[src/rtl/instruction_fetch_unit_if.sv]
// Bus between the instruction fetch unit and its surroundings: the control
// unit (Fetch/PCLoad/PCIn, InstrValid/FetchError/Busy/PC), byte-wide memory
// (MemAddr/MemRead in, MemData/MemReady back) and the instruction register
// (IRWrite/IRLH/IRData).
//
// Memory handshake: MemRead is the request and stays high, with MemAddr
// stable, for as long as the fetch unit waits on a byte. MemReady is the
// valid strobe for MemData. A byte transfers on any rising edge where
// MemRead and MemReady are both high. MemReady with MemRead low is ignored.
interface instruction_fetch_unit_if #(
  parameter int ADDR_WIDTH = 16
);
  logic                  Fetch;
  logic                  PCLoad;
  logic [ADDR_WIDTH-1:0] PCIn;
  logic [7:0]            MemData;
  logic                  MemReady;
  logic [ADDR_WIDTH-1:0] MemAddr;
  logic                  MemRead;
  logic                  IRWrite;
  logic                  IRLH;
  logic [7:0]            IRData;
  logic                  InstrValid;
  logic                  FetchError;
  logic                  Busy;
  logic [ADDR_WIDTH-1:0] PC;
  logic [2:0]            DbgState;

  // Fetch unit side.
  modport master (
    input  Fetch, PCLoad, PCIn, MemData, MemReady,
    output MemAddr, MemRead, IRWrite, IRLH, IRData,
           InstrValid, FetchError, Busy, PC, DbgState
  );

  // Environment side: control unit, memory and IR.
  modport slave (
    output Fetch, PCLoad, PCIn, MemData, MemReady,
    input  MemAddr, MemRead, IRWrite, IRLH, IRData,
           InstrValid, FetchError, Busy, PC, DbgState
  );
endinterface

[src/rtl/instruction_fetch_unit.sv]
// Instruction fetch unit: reads a 16-bit instruction as two bytes (low byte
// at PC, high byte at PC+1) and steers each byte into the instruction
// register. Each byte waits up to TIMEOUT cycles for MemReady; on timeout
// the fetch is abandoned and PC is rewound to the instruction start so a
// retry refetches both bytes.
module instruction_fetch_unit #(
  parameter int                    ADDR_WIDTH = 16,
  parameter logic [ADDR_WIDTH-1:0] RESET_PC   = '0,
  parameter int                    TIMEOUT    = 15
) (
  input  logic                     Clock,
  input  logic                     Reset,
  instruction_fetch_unit_if.master bus
);

  typedef enum logic [2:0] {
    IDLE     = 3'd0,
    FETCH_LO = 3'd1,
    FETCH_HI = 3'd2,
    DONE     = 3'd3,
    ERROR    = 3'd4
  } state_t;

  // Wait counter value on the last permitted cycle of a byte.
  localparam logic [7:0] CNT_LAST = 8'(TIMEOUT - 1);

  state_t                state, state_n;
  logic [ADDR_WIDTH-1:0] pc;
  logic [ADDR_WIDTH-1:0] start_pc;
  logic [7:0]            cnt;

  logic mem_read;
  logic ir_write;
  logic ir_lh;
  logic instr_valid;
  logic fetch_error;

  // State register.
  always_ff @(posedge Clock or negedge Reset) begin
    if (!Reset) state <= IDLE;
    else        state <= state_n;
  end

  // Next-state and output decode; outputs depend only on state and MemReady
  // so reset clears them immediately.
  always_comb begin
    state_n     = state;
    mem_read    = 1'b0;
    ir_write    = 1'b0;
    ir_lh       = 1'b0;
    instr_valid = 1'b0;
    fetch_error = 1'b0;
    case (state)
      IDLE: begin
        if (bus.Fetch) state_n = FETCH_LO;
      end
      FETCH_LO: begin
        mem_read = 1'b1;
        if (bus.MemReady) begin
          ir_write = 1'b1;
          state_n  = FETCH_HI;
        end else if (cnt == CNT_LAST) begin
          state_n = ERROR;
        end
      end
      FETCH_HI: begin
        mem_read = 1'b1;
        if (bus.MemReady) begin
          ir_write = 1'b1;
          ir_lh    = 1'b1;
          state_n  = DONE;
        end else if (cnt == CNT_LAST) begin
          state_n = ERROR;
        end
      end
      DONE: begin
        instr_valid = 1'b1;
        state_n     = IDLE;
      end
      ERROR: begin
        fetch_error = 1'b1;
        state_n     = IDLE;
      end
      default: state_n = IDLE;
    endcase
  end

  // PC, start address and per-byte wait counter.
  always_ff @(posedge Clock or negedge Reset) begin
    if (!Reset) begin
      pc       <= RESET_PC;
      start_pc <= RESET_PC;
      cnt      <= '0;
    end else begin
      case (state)
        IDLE: begin
          cnt <= '0;
          if (bus.PCLoad) pc <= bus.PCIn;
          // A jump target loaded in the same cycle is where this fetch starts.
          if (bus.Fetch) start_pc <= bus.PCLoad ? bus.PCIn : pc;
        end
        FETCH_LO, FETCH_HI: begin
          if (bus.MemReady) begin
            pc  <= pc + ADDR_WIDTH'(1);
            cnt <= '0;
          end else if (cnt == CNT_LAST) begin
            cnt <= '0;
          end else begin
            cnt <= cnt + 8'd1;
          end
        end
        ERROR: begin
          pc <= start_pc;
        end
        default: begin
        end
      endcase
    end
  end

  assign bus.MemAddr    = pc;
  assign bus.PC         = pc;
  assign bus.MemRead    = mem_read;
  assign bus.IRWrite    = ir_write;
  assign bus.IRLH       = ir_lh;
  assign bus.IRData     = bus.MemData;
  assign bus.InstrValid = instr_valid;
  assign bus.FetchError = fetch_error;
  assign bus.Busy       = (state != IDLE);
  assign bus.DbgState   = state;

endmodule

[src/flat_wrapper.sv]
// flat-port wrapper written by rule: the top's interface ports become plain ports
module instruction_fetch_unit_flat 
#(
  parameter int                    ADDR_WIDTH = 16,
  parameter logic [ADDR_WIDTH-1:0] RESET_PC   = '0,
  parameter int                    TIMEOUT    = 15
)
  (Clock, Reset, bus_Fetch, bus_PCLoad, bus_PCIn, bus_MemData, bus_MemReady, bus_MemAddr, bus_MemRead, bus_IRWrite, bus_IRLH, bus_IRData, bus_InstrValid, bus_FetchError, bus_Busy, bus_PC, bus_DbgState);
  instruction_fetch_unit_if #(.ADDR_WIDTH(ADDR_WIDTH)) bus_i ();
  input  logic Clock;
  input  logic Reset;
  input wire logic [$bits(bus_i.Fetch)-1:0] bus_Fetch;
  input wire logic [$bits(bus_i.PCLoad)-1:0] bus_PCLoad;
  input wire logic [$bits(bus_i.PCIn)-1:0] bus_PCIn;
  input wire logic [$bits(bus_i.MemData)-1:0] bus_MemData;
  input wire logic [$bits(bus_i.MemReady)-1:0] bus_MemReady;
  output wire logic [$bits(bus_i.MemAddr)-1:0] bus_MemAddr;
  output wire logic [$bits(bus_i.MemRead)-1:0] bus_MemRead;
  output wire logic [$bits(bus_i.IRWrite)-1:0] bus_IRWrite;
  output wire logic [$bits(bus_i.IRLH)-1:0] bus_IRLH;
  output wire logic [$bits(bus_i.IRData)-1:0] bus_IRData;
  output wire logic [$bits(bus_i.InstrValid)-1:0] bus_InstrValid;
  output wire logic [$bits(bus_i.FetchError)-1:0] bus_FetchError;
  output wire logic [$bits(bus_i.Busy)-1:0] bus_Busy;
  output wire logic [$bits(bus_i.PC)-1:0] bus_PC;
  output wire logic [$bits(bus_i.DbgState)-1:0] bus_DbgState;
  assign bus_i.Fetch = bus_Fetch;
  assign bus_i.PCLoad = bus_PCLoad;
  assign bus_i.PCIn = bus_PCIn;
  assign bus_i.MemData = bus_MemData;
  assign bus_i.MemReady = bus_MemReady;
  assign bus_MemAddr = bus_i.MemAddr;
  assign bus_MemRead = bus_i.MemRead;
  assign bus_IRWrite = bus_i.IRWrite;
  assign bus_IRLH = bus_i.IRLH;
  assign bus_IRData = bus_i.IRData;
  assign bus_InstrValid = bus_i.InstrValid;
  assign bus_FetchError = bus_i.FetchError;
  assign bus_Busy = bus_i.Busy;
  assign bus_PC = bus_i.PC;
  assign bus_DbgState = bus_i.DbgState;
  instruction_fetch_unit #(.ADDR_WIDTH(ADDR_WIDTH), .RESET_PC(RESET_PC), .TIMEOUT(TIMEOUT)) u_core (.Clock(Clock), .Reset(Reset), .bus(bus_i));
endmodule
[config.mk]
export PLATFORM = sky130hd
export DESIGN_NAME = instruction_fetch_unit_flat
export DESIGN_NICKNAME = d
export VERILOG_FILES = /design/src/rtl/instruction_fetch_unit_if.sv /design/src/rtl/instruction_fetch_unit.sv /design/src/flat_wrapper.sv
export SDC_FILE = /design/constraint.sdc
export NUM_CORES = 1
export LEC_CHECK = 0
export ABC_CLOCK_PERIOD_IN_PS = 1650
export CORE_ASPECT_RATIO = 1.25
export CORE_MARGIN = 5
export CORE_UTILIZATION = 44
export CTS_CLUSTER_DIAMETER = 50
export CTS_CLUSTER_SIZE = 24
export DETAILED_ROUTE_END_ITERATION = 8
export MAX_ROUTING_LAYER = met4
export PLACE_DENSITY = 0.82
export RECOVER_POWER = 50
export SLEW_MARGIN = 20
export SYNTH_ARGS = -nofsm -noshare
export SYNTH_HDL_FRONTEND = slang
export SYNTH_SLANG_ARGS = --single-unit
export TNS_END_PERCENT = 5
[constraint.sdc]
create_clock -name Clock -period 1.65 [get_ports Clock]
set_input_delay 0.4125 -clock Clock [delete_from_list [all_inputs] [get_ports Clock]]
set_output_delay 0.4125 -clock Clock [all_outputs]
set_load 0.02 [all_outputs]
==> results.txt <==
Initial antenna violation count - 0
Critical Path Fanout Max - 8
GRT Total Usage - 21.0%
Die Wd - 80.8 µm
Max Clk Rate - 552 MHz
Max Cap Viol - 0
Nets - 418
Post-DP HPWL - 5.52 mm
DR top layer - met4
Clk_skew - 0.00904 ns
Synthesized Nets - 336
Port buffer count - 61
Crit share post-route - 110%
Mean area per synthesized cell - 9.08 µm²
Setup_tns - -2.64 ns
Failing checks - negative setup slack
Worst r2r src - u_core.bus.DbgState[1]$_DFFE_PN0P_
Syn Inst Count - 304
First-pass GRT wire length - 12.9 mm
R2R cell count - 7
Outcome - finished, violations left
Crit Path Category - reg -> out
Area of the multi-input gates - 0.00157 mm²
R2r setup slk - -0.12 ns
Final min period - 1.81 ns
Core Rows - 32
Routability Congestion - 0.871
Die Y-Extent - 98.6 µm
Die area - 0.00797 mm²
FF/Latch Area - 0.00108 mm²
Most used DFF post-synth - dfrtp_1
Post-Route M1 WL - 2.96 mm
Rel. slew slack - 25.5%
Largest net degree at the start of global routing - 44
Ant. Diodes - 0
TritonCTS clock tree - done
Worst skew pair latency - 0.30 ns
Final setup margin - -0.162 ns
Pleak - 1.78 nW
Crit path required time - 1.24 ns
Switching Fraction - 46.1%
Fillers - 504
Initial core utilization - 45.1%
Number of routed nets with antenna violations - 0
Post-synth EDFFs - 0
Int Pwr - 4.09 mW
Post-DR vias/cell - 5.60
Core box area - 0.00613 mm²
Layout cell share with drive strength beyond 1 - 31.3%
Remaining DRCs - 0
Placed Area - 0.00364 mm²
CTS max path bufs - 2
Power Density - 1930 mW/mm²
Met2 WL - 4.44 mm
DRT iter0 DRCs - 170
Setup violators final - 38
Power share of the clock group - 8.6%
# IOs - 78
Clk sinks - 43
Yosys cell types - 52
Pre-Repair DR Iteration Count - 4
CP Launch Type - flip-flop
Finished Cell Area - 0.00393 mm²
Root buffer cell - clkbuf_8
Measured slew at the worst slew-check pin - 1.12 ns
Area grow syn2layout - 42.3%
Clock Pin Slew Worst Setup and Hold Paths - 0.09 ns
Async S/R FF share, synth - 100%
Hold/Removal Path Class - in -> async
Sequential fraction of the synthesis area - 39.0%
Max Slew Vio Count - 0
Vias in the first global route - 2698
P_sw - 3.50 mW
Register share of total power - 26.1%
Routed WL per cell - 17.1 µm
Clock buffer count from CTS - 5
Metal3 WL - 421 µm
H-tree depth - 2
RSZ-0062 raised after global routing - yes
Overflow after GRT - 0
Yosys reg bits - 43
Comb pwr share - 65.3%
Crit path DAT - 1.40 ns
Max VDD drop - 0.000858 V
Syn Std Cell Area - 0.00276 mm²
RR Endpoint - u_core.start_pc[13]$_DFFE_PN0P_
Via count - 2639
Final hold violations - 0
Synth Warn # - 0
Worst setup EP type - output pin
Post-Route WL - 8.07 mm
[logic make-up (layout without fill, tap and decap cells)]
group | count (synthesis) | count (layout) | share of synthesized area (%)
fa+ha+maj | 4 | 4 | 1.77
mux | 20 | 20 | 7.62
compound gates | 90 | 90 | 21.3
flops | 43 | 43 | 39.0
simple gates | 94 | 95 | 17.8
buf+inv | 49 | 130 | 11.3
xor+xnor | 4 | 4 | 1.27
[placed cells by master (no fill, tap or decap), drive strengths merged, types with 5 or more instances in the layout]
cell	netlist	layout
buf	38	60
nor3	8	8
a22o	6	6
clkdlybuf4s50	0	19
dfrtp	43	43
dlygate4sd2	0	34
and3	5	5
nor2b	7	7
inv	7	7
nor2	36	36
a221oi	5	5
o21ai	27	27
clkbuf	3	9
nand3	11	12
mux2	8	8
a21oi	28	28
mux2i	12	12
nand2	13	13
[timing repair]
item                       in CTS  in global routing
gates resized for setup        93                 32
gates cloned                    0                  2
buffers inserted                0                  3
setup endpoints to repair      80                 53
pin swaps                       6                 11
hold buffers                    0                  0
[flip-flops by register name (all words and copies together) (netlist names)]
register / flops
u_core.bus.MemAddr: 16
u_core.start_pc: 16
u_core.cnt: 8
u_core.bus.DbgState: 3
[worst max-delay path: stages (launching register included)]
cell and delay [ns]:
dfrtp_2 0.42, buf_6 0.14, or3_4 0.39, buf_6 0.14
[per-layer routing]
layer	global-route usage, %	vias to the layer above
li1	-	1241
met1	22.9	1290
met2	36.7	83
met3	3.75	25
met4	9.23	0
met5	-	-
[synthesized netlist by cell type, types with 3 or more instances]
library cell	number	area [µm²]
dfrtp_1	43	1080
nor2_1	35	131
buf_4	27	203
a21oi_1	21	105
o21ai_0	21	105
nand2_1	13	48.8
mux2i_1	12	120
nand3_1	10	50.1
buf_2	8	40.0
nor3_1	8	40.0
a21oi_2	7	61.3
inv_1	7	26.3
nor2b_1	7	43.8
a22o_1	6	52.6
mux2_2	6	67.6
o21ai_1	6	30.0
a221oi_1	5	43.8
and3_1	5	31.3
a31oi_1	4	25.0
xor2_1	4	35.0
a21o_1	3	22.5
a22oi_1	3	22.5
clkbuf_1	3	11.3
ha_1	3	37.5
nand4_1	3	18.8
o221ai_1	3	26.3
[power by group through the flow]
stage | clock network [mW] | registers (mW) | logic, mW
2_1_floorplan | 0 | 2.16 | 2.66
3_3_place_gp | 0 | 1.93 | 4.49
3_5_place_dp | 0 | 1.97 | 4.64
4_1_cts | 0.665 | 1.95 | 4.57
5_1_grt | 0.704 | 2.07 | 5.34
6_report | 0.651 | 1.98 | 4.95
[stage by stage]
stage	hold slack (ns)	instances	total power, mW	utilization [%]	setup slack, ns
after floorplan	0.117	304	4.82	-	-0.0897
after global placement	0.407	459	6.43	59.4	-0.506
after detailed placement	0.411	459	6.60	59.4	-0.520
after CTS	0.0861	466	7.19	61.5	-0.188
after global routing	0.513	471	8.11	64.1	-0.184
final	0.402	471	7.58	64.1	-0.162
[area by class of cell]
class	instances	share of cell area, %
Tap cell	85	2.71
Multi-Input combinational cell	213	39.9
Sequential cell	43	27.5
Timing Repair Buffer	115	27.0
Inverter	8	0.892
Clock buffer	7	1.94
[how the worst max path moves through the flow]
stage,end,slack (ns),depth (start not counted),startpoint
floorplan,u_core.cnt[3]$_DFFE_PN0P_,-0.09,8,u_core.cnt[0]$_DFFE_PN0P_
global placement,bus_IRLH,-0.51,4,bus_MemReady
detailed placement,bus_IRLH,-0.52,4,bus_MemReady
CTS,bus_Busy,-0.19,3,u_core.bus.DbgState[0]$_DFFE_PN0P_
global route,bus_MemRead,-0.18,5,u_core.bus.DbgState[0]$_DFFE_PN0P_
finish,bus_Busy,-0.16,3,u_core.bus.DbgState[1]$_DFFE_PN0P_
Power figures use the tool's default switching activity.
